===== src/rtl/switch_input_buffer.sv =====
`default_nettype none
// ============================================================================
// Module   : switch_input_buffer
// Purpose  : Per-ingress-port flit buffer acting as the requester side of the
//            switch allocator. Flits are queued in a FIFO. The destination is
//            decoded from each head flit, and one allocation request is issued
//            per packet (retried on failure). Once granted, the buffer holds
//            `valid` and streams flits through the crossbar until the tail
//            leaves. It then drops `valid` for one cycle so the allocator
//            releases the output.
// Ports    : clk, n_rst             clock, asynchronous active-low reset
//            wr_en/wr_flit/wr_head/wr_tail/wr_vc   upstream flit write
//            full, credit_return   FIFO status, one pulse per dequeued flit
//            overflow, proto_err   sticky error flags
//            req_valid/req_egress_port/req_vc      SA request
//            resp_valid/resp_failed                SA response
//            valid                 allocation held (low = deallocate)
//            grant, rd_ready       crossbar routing / downstream ready
//            rd_valid, rd_flit     flit presented to crossbar
// Revision : 1.0  initial release
// ============================================================================
module switch_input_buffer #(
  parameter int DEPTH        = 8,
  parameter int FLIT_WIDTH   = 32,
  parameter int NUM_OUTPORTS = 4,
  parameter int NUM_VCS      = 2,
  parameter int DEST_LSB     = 24,
  localparam int PORT_W = $clog2(NUM_OUTPORTS) + ((NUM_OUTPORTS == 1) ? 1 : 0),
  localparam int VC_W   = $clog2(NUM_VCS) + ((NUM_VCS == 1) ? 1 : 0)
) (
  input  logic                  clk,
  input  logic                  n_rst,
  input  logic                  wr_en,
  input  logic [FLIT_WIDTH-1:0] wr_flit,
  input  logic                  wr_head,
  input  logic                  wr_tail,
  input  logic [VC_W-1:0]       wr_vc,
  output logic                  full,
  output logic                  credit_return,
  output logic                  overflow,
  output logic                  proto_err,
  output logic                  req_valid,
  output logic [PORT_W-1:0]     req_egress_port,
  output logic [VC_W-1:0]       req_vc,
  input  logic                  resp_valid,
  input  logic                  resp_failed,
  output logic                  valid,
  input  logic                  grant,
  input  logic                  rd_ready,
  output logic                  rd_valid,
  output logic [FLIT_WIDTH-1:0] rd_flit
);

  localparam int          AW         = $clog2(DEPTH);
  localparam int          ENTRY_W    = FLIT_WIDTH + 2 + VC_W;
  localparam logic [AW:0] FULL_COUNT = (AW+1)'(DEPTH);
  localparam logic [AW:0] PTR_ONE    = (AW+1)'(1);

  localparam logic [2:0] ST_IDLE    = 3'd0;
  localparam logic [2:0] ST_REQ     = 3'd1;
  localparam logic [2:0] ST_WAIT    = 3'd2;
  localparam logic [2:0] ST_GRANTED = 3'd3;
  localparam logic [2:0] ST_RELEASE = 3'd4;

  // Entry layout: {flit, head, tail, vc}
  logic [ENTRY_W-1:0]    entry_q [DEPTH];
  logic [ENTRY_W-1:0]    entry_d [DEPTH];
  logic [AW:0]           wr_ptr_q, wr_ptr_d;
  logic [AW:0]           rd_ptr_q, rd_ptr_d;
  logic [2:0]            state_q, state_d;
  logic [PORT_W-1:0]     egress_q, egress_d;
  logic [VC_W-1:0]       vc_q, vc_d;
  logic                  overflow_q, overflow_d;
  logic                  proto_err_q, proto_err_d;

  logic [ENTRY_W-1:0]    wr_entry;
  logic [ENTRY_W-1:0]    front;
  logic [FLIT_WIDTH-1:0] front_flit;
  logic                  front_head;
  logic                  front_tail;
  logic [VC_W-1:0]       front_vc;
  logic [AW:0]           count;
  logic                  fifo_full;
  logic                  fifo_empty;
  logic                  wr_fire;
  logic                  out_valid;
  logic                  deq_discard;
  logic                  deq;

  assign wr_entry = {wr_flit, wr_head, wr_tail, wr_vc};
  assign front    = entry_q[rd_ptr_q[AW-1:0]];
  assign {front_flit, front_head, front_tail, front_vc} = front;

  // Extra pointer MSB separates full (count==DEPTH) from empty (count==0).
  assign count      = wr_ptr_q - rd_ptr_q;
  assign fifo_full  = (count == FULL_COUNT);
  assign fifo_empty = (wr_ptr_q == rd_ptr_q);

  // Fullness is taken from the registered pointers, so a read in the same
  // cycle never makes room for a write.
  assign wr_fire = wr_en && !fifo_full;

  assign out_valid   = (state_q == ST_GRANTED) && grant && !fifo_empty;
  // A non-head flit at the front while idle has no owning packet: drop it.
  assign deq_discard = (state_q == ST_IDLE) && !fifo_empty && !front_head;
  assign deq         = (out_valid && rd_ready) || deq_discard;

  always_comb begin
    for (int i = 0; i < DEPTH; i++) entry_d[i] = entry_q[i];
    if (wr_fire) entry_d[wr_ptr_q[AW-1:0]] = wr_entry;
  end

  always_comb begin
    wr_ptr_d    = wr_fire ? wr_ptr_q + PTR_ONE : wr_ptr_q;
    rd_ptr_d    = deq ? rd_ptr_q + PTR_ONE : rd_ptr_q;
    state_d     = state_q;
    egress_d    = egress_q;
    vc_d        = vc_q;
    overflow_d  = overflow_q || (wr_en && fifo_full);
    proto_err_d = proto_err_q;

    case (state_q)
      ST_IDLE: begin
        if (!fifo_empty) begin
          if (front_head) begin
            egress_d = front_flit[DEST_LSB +: PORT_W];
            vc_d     = front_vc;
            state_d  = ST_REQ;
          end else begin
            proto_err_d = 1'b1;
          end
        end
      end
      ST_REQ:  state_d = ST_WAIT;
      ST_WAIT: begin
        if (resp_valid) state_d = resp_failed ? ST_REQ : ST_GRANTED;
      end
      ST_GRANTED: begin
        if (out_valid && rd_ready && front_tail) state_d = ST_RELEASE;
      end
      // One cycle with valid low lets the allocator see the release before
      // the next head is considered.
      ST_RELEASE: state_d = ST_IDLE;
      default:    state_d = ST_IDLE;
    endcase
  end

  always_ff @(posedge clk or negedge n_rst) begin
    if (!n_rst) begin
      for (int i = 0; i < DEPTH; i++) entry_q[i] <= '0;
      wr_ptr_q    <= '0;
      rd_ptr_q    <= '0;
      state_q     <= ST_IDLE;
      egress_q    <= '0;
      vc_q        <= '0;
      overflow_q  <= 1'b0;
      proto_err_q <= 1'b0;
    end else begin
      entry_q     <= entry_d;
      wr_ptr_q    <= wr_ptr_d;
      rd_ptr_q    <= rd_ptr_d;
      state_q     <= state_d;
      egress_q    <= egress_d;
      vc_q        <= vc_d;
      overflow_q  <= overflow_d;
      proto_err_q <= proto_err_d;
    end
  end

  assign full            = fifo_full;
  assign credit_return   = deq;
  assign overflow        = overflow_q;
  assign proto_err       = proto_err_q;
  assign req_valid       = (state_q == ST_REQ);
  assign req_egress_port = egress_q;
  assign req_vc          = vc_q;
  assign valid           = (state_q == ST_GRANTED);
  assign rd_valid        = out_valid;
  assign rd_flit         = front_flit;

endmodule
`default_nettype wire


===== config.mk =====
export PLATFORM = sky130hd
export DESIGN_NAME = switch_input_buffer
export DESIGN_NICKNAME = d
export VERILOG_FILES = /design/src/rtl/switch_input_buffer.sv
export SDC_FILE = /design/constraint.sdc
export NUM_CORES = 1
export LEC_CHECK = 0
export CORE_MARGIN = 10
export CORE_UTILIZATION = 45
export CTS_BUF_LIST = sky130_fd_sc_hd__clkbuf_4 sky130_fd_sc_hd__clkbuf_8
export DETAILED_ROUTE_END_ITERATION = 12
export PLACE_DENSITY = 0.62
export SETUP_SLACK_MARGIN = 0.4
export SLEW_MARGIN = 5
export SYNTH_ARGS = -nofsm -noshare
export SYNTH_HDL_FRONTEND = slang
export SYNTH_SLANG_ARGS = --single-unit

===== constraint.sdc =====
create_clock -name clk -period 6.8 [get_ports clk]
set_input_delay 2.04 -clock clk [delete_from_list [all_inputs] [get_ports clk]]
set_output_delay 2.04 -clock clk [all_outputs]
set_load 0.02 [all_outputs]

==> flow_summary.json, run 1 <==
{
  "path_class": "in2out",
  "clockRootBuffer": "clkbuf_8",
  "syn_inst": 903,
  "cts_setup_buffers": 0,
  "overflow": 0,
  "antenna_found_initial": 2,
  "power_switching_uw": 2860,
  "grt_first_pass_wirelength_um": 48900,
  "yosys_most_used_dff": "dfrtp_1",
  "placementRows": 63,
  "maxCapViolCount": 0,
  "insertion_delay_ns": 0.58,
  "p_int_uw": 5830,
  "synth_top_cells_by_count": "296 x dfrtp_1, 255 x mux2_2, 103 x nand2_1, 70 x mux4_2, 33 x buf_4",
  "synth_nets": 950,
  "io_buffers": 83,
  "outcome": "finished clean",
  "syn-mean-instance-area_sq_um": 15.1,
  "drtIter0Drc": 388,
  "synth_top_area_share_pct": 54.1,
  "yosys_warnings": 0,
  "worstSetupStartpointType": "input port",
  "gp_congestion": 0.727,
  "synth_largest_area_cell": "dfrtp_1",
  "ant_nets": 0,
  "slew_violations": 0,
  "fp.dieW_um": 194,
  "hp-class": "reg2reg",
  "clk_pin_slew_ns": 0.06,
  "dieArea_sq_mm": 0.0378,
  "ys_ff_latch": 296,
  "clockBufferDepth": 3,
  "preCtsSetupSlack_ns": 1.03,
  "rsz0062_at_grt": "no",
  "final.min_clock_period_ns": 5.76,
  "vias": 7550,
  "cp.required_ns": 4.76,
  "cts_tree": "done",
  "fp.coreArea_sq_mm": 0.0298,
  "place_hpwl_um": 17600,
  "finalSetupTns_ns": 0,
  "wirelength_um": 30000,
  "min-delay-start": "proto_err",
  "max-vdd-ir-drop_uv": 282,
  "wl_per_cell_um": 21.3,
  "pwr-share-seq_pct": 36.8,
  "numCtsBuffers": 50,
  "syn_area_sq_mm": 0.0137,
  "cts-resized-gates": 0,
  "setup_viol": 0,
  "syn_to_final_growth_pct": 15.7,
  "cp_max_fo": 5,
  "viasPerCell": 5.37,
  "grt_pass1_vias": 8320,
  "critPathLaunch": "grant",
  "async_reset_ff_share_pct": 100,
  "fin_worst_skew_ns": 0.0281,
  "drc": 0,
  "hold_ws_ns": 0.465,
  "grt_max_degree": 109,
  "netlist_top_cells_area": "dfrtp_1 54%, mux2_2 21%, mux4_2 12%",
  "initial_core_util_pct": 45.9,
  "swShare_pct": 32.9,
  "hold_viol": 0,
  "seq_area_frac_synth_pct": 54.1,
  "relSlewSlack_pct": 28.2,
  "power.leakage_uw": 0.00688,
  "place_inst": 1312,
  "synth_edf_count": 0,
  "drive_gt1_share_pct": 47.4,
  "yosysUniqueCellTypes": 42,
  "share_comb_of_total_power_pct": 43.7,
  "grt_use_total_pct": 16.1,
  "yosysMostFrequentCell": "dfrtp_1",
  "p_per_area_mw_per_mm2": 549,
  "io_pins": 84,
  "clkPwrFrac_pct": 19.5,
  "r2r_start": "rd_ptr_q[2]",
  "worst_slack_ns": 1.04,
  "max_freq_mhz": 174,
  "first_pass_iters": 4,
  "finalNetCount": 1021,
  "tightestPinTransition_ns": 1.07,
  "cts_max_level": 2,
  "min_period_over_period_pct": 84.7,
  "setup.worst_path.end_class": "primary output",
  "holdBufCountCts": 0,
  "clock-sinks": 296,
  "die_y_um": 194,
  "crit_arrival_ns": 3.72,
  "finalNonFillerCells": 1406
}
## layer usage
layer	part of all wire (%)	vias to the layer above	track usage, %
met5	0.11	-	0
met4	2.0	4	4.49
met3	3.6	57	3.39
met2	47	112	25.8
met1	47	3996	21.6
li1	-	3381	-
## cell type report
type	instances	area [sq um]
diodes	1	2.50
clock buffers	88	1080
clock inverters	5	27.5
fillers	2556	14000
inverters	7	28.8
multi-input cells	517	5770
flip-flops and latches	296	7420
well taps	390	488
repair buffers	102	1020
## cell families (layout without fill, tap and decap cells)
logic type               count (synthesis)  in the layout  share of synthesized area [%]
AO/OA/AOI/OAI                           12             12                          0.558
XOR/XNOR                                 8              8                          0.567
adder cells (fa/ha/maj)                  5              5                          0.457
buffers and inverters                   90            202                           3.82
flip-flops                             296            296                           54.1
multiplexers                           357            357                           36.0
other                                    0              1                              0
AND/OR/NAND/NOR                        135            135                           4.48
## worst max-delay path, stage by stage
cell	delay, ns
clkdlybuf4s50_1	0.45
and4b_1	0.20
o211ai_1	0.13
o31a_1	0.21
inv_1	0.09
clkdlybuf4s50_1	0.60
## power by group through the flow
stage / Combinational (uW) / Sequential (uW) / Clock, uW
floorplan: 3140 / 2980 / 0
global placement: 3800 / 3200 / 0
detailed placement: 3860 / 3220 / 0
CTS: 3870 / 3200 / 1750
global route: 4110 / 3330 / 1830
finish: 3790 / 3200 / 1700
## through the flow
stage                     total power [uW]  instance area (sq um)  util [%]
final                                 8690                  15800      53.1
after global routing                  9270                  15800      53.1
after CTS                             8830                  15800      53.1
after detailed placement              7080                  14700      49.4
after global placement                7010                  14700      49.4
after floorplan                       6120                  13700         -
## final timing paths
check                           endpoint  slack [ns]  cells past startpoint
max                        credit_return        1.04                      6
min                            proto_err        0.46                      2
max reg2reg                 entry_q[218]        3.10                      9
min reg2reg                    proto_err        0.46                      2
max in group asynchronous   entry_q[252]        4.06                      2
min in group asynchronous   entry_q[278]        1.37                      1
## cells in the final DEF (no fill, tap or decap), types with 5 or more instances in the layout
cell type        count
nand3_1              5
clkdlybuf4s50_1     82
mux4_2              70
mux2_2             255
buf_4               16
mux2_4              30
clkbuf_4            21
ha_1                 5
nor2_1               7
clkbuf_8            67
dfrtp_1            293
xnor2_1              5
nand2_1            103
inv_1                5
## sequential cells by signal, indices dropped and copies added, names as in the netlist
signal / flops
req_egress_port: 2
wr_ptr_q: 4
rd_ptr_q: 4
proto_err: 1
state_q: 3
entry_q: 280
overflow: 1
req_vc: 1
Power figures use the tool's default switching activity.
==> run 2: changes to the inputs <==
- clock period: 6.8 -> 5.5 ns (I/O delays scaled with it)
==> run 2 against run 1 <==
  * Sequential power is 24% higher
  * Total power increased by 23%
  * Sequential share of layout area barely moved
  * Critical endpoint unchanged
==> flow_summary.json, run 2 (synthesized netlist as in run 1, its figures left out) <==
{
  "drive_gt1_share_pct": 47.3,
  "top_register": "entry_q",
  "crit_arrival_ns": 3.24,
  "io_buffers": 83,
  "final.min_clock_period_ns": 4.89,
  "power.leakage_uw": 0.00687,
  "num-fill-cells": 2540,
  "setup.worst_path.end_class": "primary output",
  "reg.largest.list": "entry_q: 280 flops, rd_ptr_q: 4 flops, wr_ptr_q: 4 flops",
  "hold_end": "proto_err",
  "gp_congestion": 0.723,
  "outcome": "finished clean",
  "insertion_delay_ns": 0.57,
  "min_period_over_period_pct": 89.0,
  "antenna_found_initial": 1,
  "cp_max_fo": 3,
  "fin_worst_skew_ns": 0.0217,
  "grt_pass1_vias": 8222,
  "syn_to_final_growth_pct": 15.7,
  "placementRows": 63,
  "clockRootBuffer": "clkbuf_8",
  "r2r-end": "entry_q[238]",
  "cp.required_ns": 3.85,
  "cts_tree": "done",
  "layout.cells.most_common": "dfrtp_1",
  "fp.dieW_um": 194,
  "finalNetCount": 1026,
  "die_y_um": 194,
  "hp-class": "reg2reg",
  "dieArea_sq_mm": 0.0378,
  "mostFrequentLayoutCells": "293 x dfrtp_1, 255 x mux2_2, 103 x nand2_1",
  "rsz0062_at_grt": "no",
  "cts_max_level": 2,
  "wirelength_um": 30100,
  "path_class": "in2out",
  "reg2reg_depth": 9,
  "setup_viol": 0,
  "worstSetupStartpointType": "input port",
  "clock-sinks": 296,
  "clk_pin_slew_ns": 0.05,
  "hold_viol": 0,
  "tightestPinTransition_ns": 0.853,
  "place_hpwl_um": 17600,
  "grt_use_total_pct": 16.0,
  "p_per_area_mw_per_mm2": 675,
  "min-delay-start": "proto_err",
  "drtIter0Drc": 313,
  "max-vdd-ir-drop_uv": 356,
  "grt_max_degree": 112,
  "reg2reg_slack_ns": 1.96,
  "drc": 0,
  "finalSetupTns_ns": 0,
  "io_pins": 84,
  "relSlewSlack_pct": 43.1,
  "viasPerCell": 5.43,
  "initial_core_util_pct": 45.9,
  "ant_nets": 0,
  "overflow": 0,
  "maxCapViolCount": 0,
  "max_freq_mhz": 204,
  "finalPower_uw": 10700,
  "fp.coreArea_sq_mm": 0.0298,
  "clockBufferDepth": 3,
  "slew_violations": 0,
  "r2r_start": "rd_ptr_q[2]",
  "vias": 7622,
  "grt_first_pass_wirelength_um": 48700,
  "wl_per_cell_um": 21.5,
  "holdBufCountCts": 0,
  "numCtsBuffers": 51,
  "largest_reg_flops": 280,
  "whs_path_depth": 2,
  "first_pass_iters": 4
}
-- run 2: cell count changes in the layout (fill, tap and decap cells not counted), moves of 2 or more --
cell        previous run  this run
clkbuf_8              67        63
buf_4                 16        18
clkbuf_4              21        19
clkinv_2               4         2
clkinvlp_4             1         3
-- run 2: layer usage --
metal	global-route usage (%)	part of all wire (%)	vias up	routed length (um)
met4	3.41	1.4	0	436
met3	3.60	4.2	39	1260
met2	25.6	48	115	14500
met1	21.7	46	4074	14000
met5	0	0	-	0
li1	-	-	3394	-
-- run 2: repair_timing --
action / 4_1_cts / 5_1_grt
buffers inserted: 0 / 1
resized for setup: 0 / 1
setup endpoints to repair: 0 / 2
-- run 2: power breakdown --
part	switching [uW]	leakage, uW	total [uW]	internal, uW
Sequential	667	0.00355	3960	3290
Combinational	2000	0.00277	4720	2720
Clock	858	0.000549	2010	1150
Total	3530	0.00687	10700	7160
-- run 2: per-stage QoR --
stage / util (%) / area [sq um] / hold slack (ns) / worst slack, ns / std cells
global route: 53.1 / 15800 / 0.505 / 0.425 / 1403
global placement: 49.5 / 14800 / 0.453 / 0.615 / 1315
CTS: 53.0 / 15800 / 0.472 / 0.538 / 1402
detailed placement: 49.5 / 14800 / 0.458 / 0.601 / 1315
floorplan: - / 13700 / 0.453 / 1.52 / 903
finish: 53.1 / 15800 / 0.465 / 0.607 / 1404
-- run 2: worst max-delay path, cell delays in order --
cell and delay [ns]:
clkdlybuf4s50_1 0.46, and4b_1 0.20, o211ai_1 0.13, o31a_1 0.15, inv_1 0.06, clkdlybuf4s50_1 0.59
-- run 2: layout make-up --
cell class	instances	area (sq um)	area share [%]
sequential	296	7420	46.9
multi-input combinational	517	5770	36.5
timing repair buffer	106	1080	6.81
clock buffer	82	1010	6.38
tap	390	488	3.08
clock inverter	5	32.5	0.205
inverter	7	28.8	0.182
antenna	1	2.50	0.0158
-- run 2: worst max-delay path by stage --
stage          depth (start not counted)   startpoint             to  slack, ns
2_1_floorplan                          4        grant  credit_return       1.52
3_3_place_gp                           6        grant  credit_return       0.61
3_5_place_dp                           6        grant  credit_return       0.60
4_1_cts                                5  rd_ptr_q[0]  credit_return       0.54
5_1_grt                                5  rd_ptr_q[0]  credit_return       0.42
6_report                               6        grant  credit_return       0.61
==> RTL edit 1, RTL diff (settings of run 2) <==
Reset style: synchronous (`n_rst`), changed in one clocked block. Comments in the files are not updated.
--- a/src/rtl/switch_input_buffer.sv
+++ b/src/rtl/switch_input_buffer.sv
@@ -145,7 +145,7 @@
     endcase
   end
 
-  always_ff @(posedge clk or negedge n_rst) begin
+  always_ff @(posedge clk) begin
     if (!n_rst) begin
       for (int i = 0; i < DEPTH; i++) entry_q[i] <= '0;
       wr_ptr_q    <= '0;
Formal check against the unedited RTL: differs if n_rst is asserted again (counterexample within 4 cycles, from zero or initial values and one cycle with n_rst low); with n_rst held inactive, the same outputs for 4 cycles.
==> RTL edit 1 against run 2 <==
- area after synthesis shrank 4.0%
- sequential cell count is the same
- wire length grew 2.1%
- worst setup slack gained 38 ps
- cell area shrank 4.7%
Power is not compared: it rests on default switching activity, and its combinational part moved more than twofold at a synthesized area within 25%.
==> RTL edit 1: results (changes against run 2) <==
* Outcome: finished clean
* Area contributors post-synth: dfxtp_1 (45%), mux2i_1 (22%), nand2_1 (12%), mux4_2 (12%), buf_4 (2.0%)
* Routed met1 length at 14.48 mm (+3.7%)
* Met2 WL post-DR at 14.57 mm (+0.66%)
* First-pass GRT wire length at 49.88 mm (+2.4%)
* Vias in the first global route at 9,281 (+13%)
* Fillcell total at 2,601 (+2.4%)
* Crit path max fanout at 20 (+17)
* Dpl cell area at 14,030 um2 (-5.0%)
* CP max stage cell: dfxtp_2
* Final Skew at 31.46 ps (+9.735 ps)
* DP HPWL at 17.41 mm (-1.1%)
* Yosys cell types at 39 (-7.1%)
* Met3 GRT Util at 3.200% (-0.40 points)
* Layout cell share with drive strength beyond 1 at 14.48% (-33 points)
* ANT cells at 0 (-1)
* WL met3 at 1.189 mm (-5.7%)
* M1 GR Usage at 21.85% (+0.13 points)
* Initial antenna violation count at 0 (-1)
* Gr usage total at 16.87% (+0.92 points)
* Largest net degree at the start of global routing at 92 (-18%)
* Main synth FF type: dfxtp_1
* Sequential fraction of the synthesis area at 45.13% (-9.0 points)
* CTS Buf Count at 49 (-3.9%)
* Synth async-reset ratio at 0% (-100 points)
* GR Util met2 at 28.26% (+2.7 points)
* NumNets Final at 1,353 (+32%)
* CP max stage delay at 720 ps (+130 ps)
* Post-Syn Nets at 1,323 (+39%)
==> RTL edit 1: cell count changes after synthesis, moves of 38 or more <==
cell and delta:
nand2_1 +320, dfrtp_1 -296, dfxtp_1 +296, mux2i_1 +287, mux2_2 -252, clkbuf_1 +38
==> RTL edit 1: cell families after synthesis <==
group	count (synthesis)	share of synthesized area, %
xor+xnor	3	0.2574
buf+inv	131	5.270
fa+ha+maj	5	0.4765
mux	361	34.22
simple gates	466	14.00
compound gates	14	0.6386
flops	296	45.13
==> RTL edit 1: power groups by stage <==
stage / Clock (uW) / Combinational, uW / Sequential [uW]
2_1_floorplan: 0 / 1330 / 2440
3_3_place_gp: 0 / 1760 / 2480
3_5_place_dp: 0 / 1780 / 2480
4_1_cts: 2110 / 1780 / 2440
5_1_grt: 2200 / 1890 / 2460
6_report: 2060 / 1750 / 2440
==> RTL edit 1: final timing paths <==
path | start | to | slack, ps | cells after the start
setup reg to reg | rd_ptr_q[2] | entry_q[202] | 2140 | 8
hold reg to reg | entry_q[51] | entry_q[51] | 450 | 2
setup / recovery | rd_ptr_q[2] | full | 640 | 7
hold / removal | entry_q[51] | entry_q[51] | 450 | 2
==> RTL edit 1: through the flow <==
stage               std cells  hold WS, ps  util, %  total power, uW
global route             1724        468.5    52.43             6548
CTS                      1724        454.9    52.43             6326
finish                   1724        453.9    52.43             6247
floorplan                1276        431.5        -             3772
detailed placement       1639        446.5    48.73             4257
global placement         1639        439.1    48.73             4236
==> RTL edit 1: layout make-up <==
class	instances	share of cell area (%)
clock buffer	81	6.725
clock inverter	4	0.3234
inverter	5	0.1244
multi-input combinational	849	43.27
sequential	296	39.33
tap	384	3.184
timing repair buffer	105	7.048
==> RTL edit 2, RTL diff (flow settings as in run 2) <==
Without the edit above. `DEPTH`: 8 -> 4.
--- a/src/rtl/switch_input_buffer.sv
+++ b/src/rtl/switch_input_buffer.sv
@@ -20,7 +20,7 @@
 // Revision : 1.0  initial release
 // ============================================================================
 module switch_input_buffer #(
-  parameter int DEPTH        = 8,
+  parameter int DEPTH        = 4,
   parameter int FLIT_WIDTH   = 32,
   parameter int NUM_OUTPORTS = 4,
   parameter int NUM_VCS      = 2,
Check against the original RTL: not equivalent (Yosys sat finds a counterexample within 10 cycles, from zero or initial values and one cycle with n_rst low).
==> RTL edit 2 against run 2 <==
- area after synthesis fell by 47%
- cell area is 47% lower
- register-to-register slack better by 570 ps
- total power decreased by 45%
- wire length is 51% lower
- worst setup slack worse by 24 ps
- sequential cell count is 142 lower
- core utilization decreased by 0.073 points
- largest power group unchanged
==> RTL edit 2: results (changes against run 2) <==
* Clock Tree Buf Depth at 2 (-1)
* Clock-pin slew of the registers on the worst-case setup and hold paths at 70 ps (+20 ps)
* Critical path origin: rd_ready
* Hold EP: overflow
* Gr usage total at 14.27% (-1.7 points)
* DP HPWL at 9.840 mm (-44%)
* Register-to-Register Setup Slack at 2530 ps (+570 ps)
* Ranking of synthesized cells by instance count: dfrtp_1 (154), mux2_2 (99), mux4_2 (35)
* Largest net degree at the start of global routing at 116 (+3.6%)
* Layout cell share with drive strength beyond 1 at 42.14% (-5.1 points)
* Post-Syn Nets at 494 (-48%)
* Initial antenna violation count at 0 (-1)
* Insertion delay to the later sink of the worst-skew pair at 450 ps (-120 ps)
* CP Data Arrival Time at 3270 ps (+30 ps)
* ANT cells at 0 (-1)
* Final Skew at 10.09 ps (-11.64 ps)
* Vias in the first global route at 4,360 (-47%)
* Worst flop-to-flop path startpoint: rd_ptr_q[1]
* Routed vias/inst at 5.311 (-2.2%)
* Outcome: finished clean
* RR Endpoint: entry_q[132]
* Leakage Power at 0.003474 uW (-49%)
* Sequential fraction of the synthesis area at 52.99% (-1.2 points)
* # H-tree levels at 4 (+2)
* Worst reg2reg path depth at 7 (-2)
==> RTL edit 2: changes by cell type after synthesis, sizes merged, moves of 3 or more <==
cell,change
dfrtp,-142
nand2,-94
mux2,-141
a31oi,+7
a21oi,-3
mux4,-35
clkbuf,-8
nor2,-6
nand3,-5
buf,-19
==> RTL edit 2: logic make-up after synthesis <==
family	after synthesis	share of synthesized area, %
fa+ha+maj	7	1.204
flops	154	52.99
buf+inv	62	6.246
mux	180	34.79
xor+xnor	6	1.084
compound gates	13	2.048
simple gates	23	1.634
==> RTL edit 2: cell type report <==
class                           count  area (um2)
Tap cell                          216       270.3
Clock inverter                      7       88.84
Multi-Input combinational cell    229        2964
Clock buffer                       25       312.8
Sequential cell                   154        3856
Timing Repair Buffer               94       914.6
Inverter                            6       22.52
Fill cell                        1313        7456
==> RTL edit 2: per-stage QoR <==
stage / total power (uW) / instance area [um2] / cells / setup slack [ps] / hold WS [ps]
3_5_place_dp: 5115 / 8028 / 699 / 558.1 / 456.4
5_1_grt: 6269 / 8429 / 731 / 478.1 / 495.0
6_report: 5902 / 8429 / 731 / 583.1 / 470.1
2_1_floorplan: 4418 / 7272 / 445 / 1347 / 452.4
4_1_cts: 6000 / 8429 / 731 / 557.2 / 473.9
3_3_place_gp: 5028 / 8028 / 699 / 567.6 / 443.8
==> RTL edit 2: layer usage <==
layer,track usage [%],share of wire [%],up-vias
met2,23.65,50,71
met5,0,0,-
met4,4.807,1.5,0
li1,-,-,1715
met1,17.56,44,2083
met3,3.993,3.9,13
==> RTL edit 2: power groups by stage <==
stage	Clock [uW]	Sequential, uW	Combinational, uW
2_1_floorplan	0	1950	2470
4_1_cts	892	2050	3060
5_1_grt	939	2120	3210
3_3_place_gp	0	2030	3000
6_report	864	2040	2990
3_5_place_dp	0	2070	3040
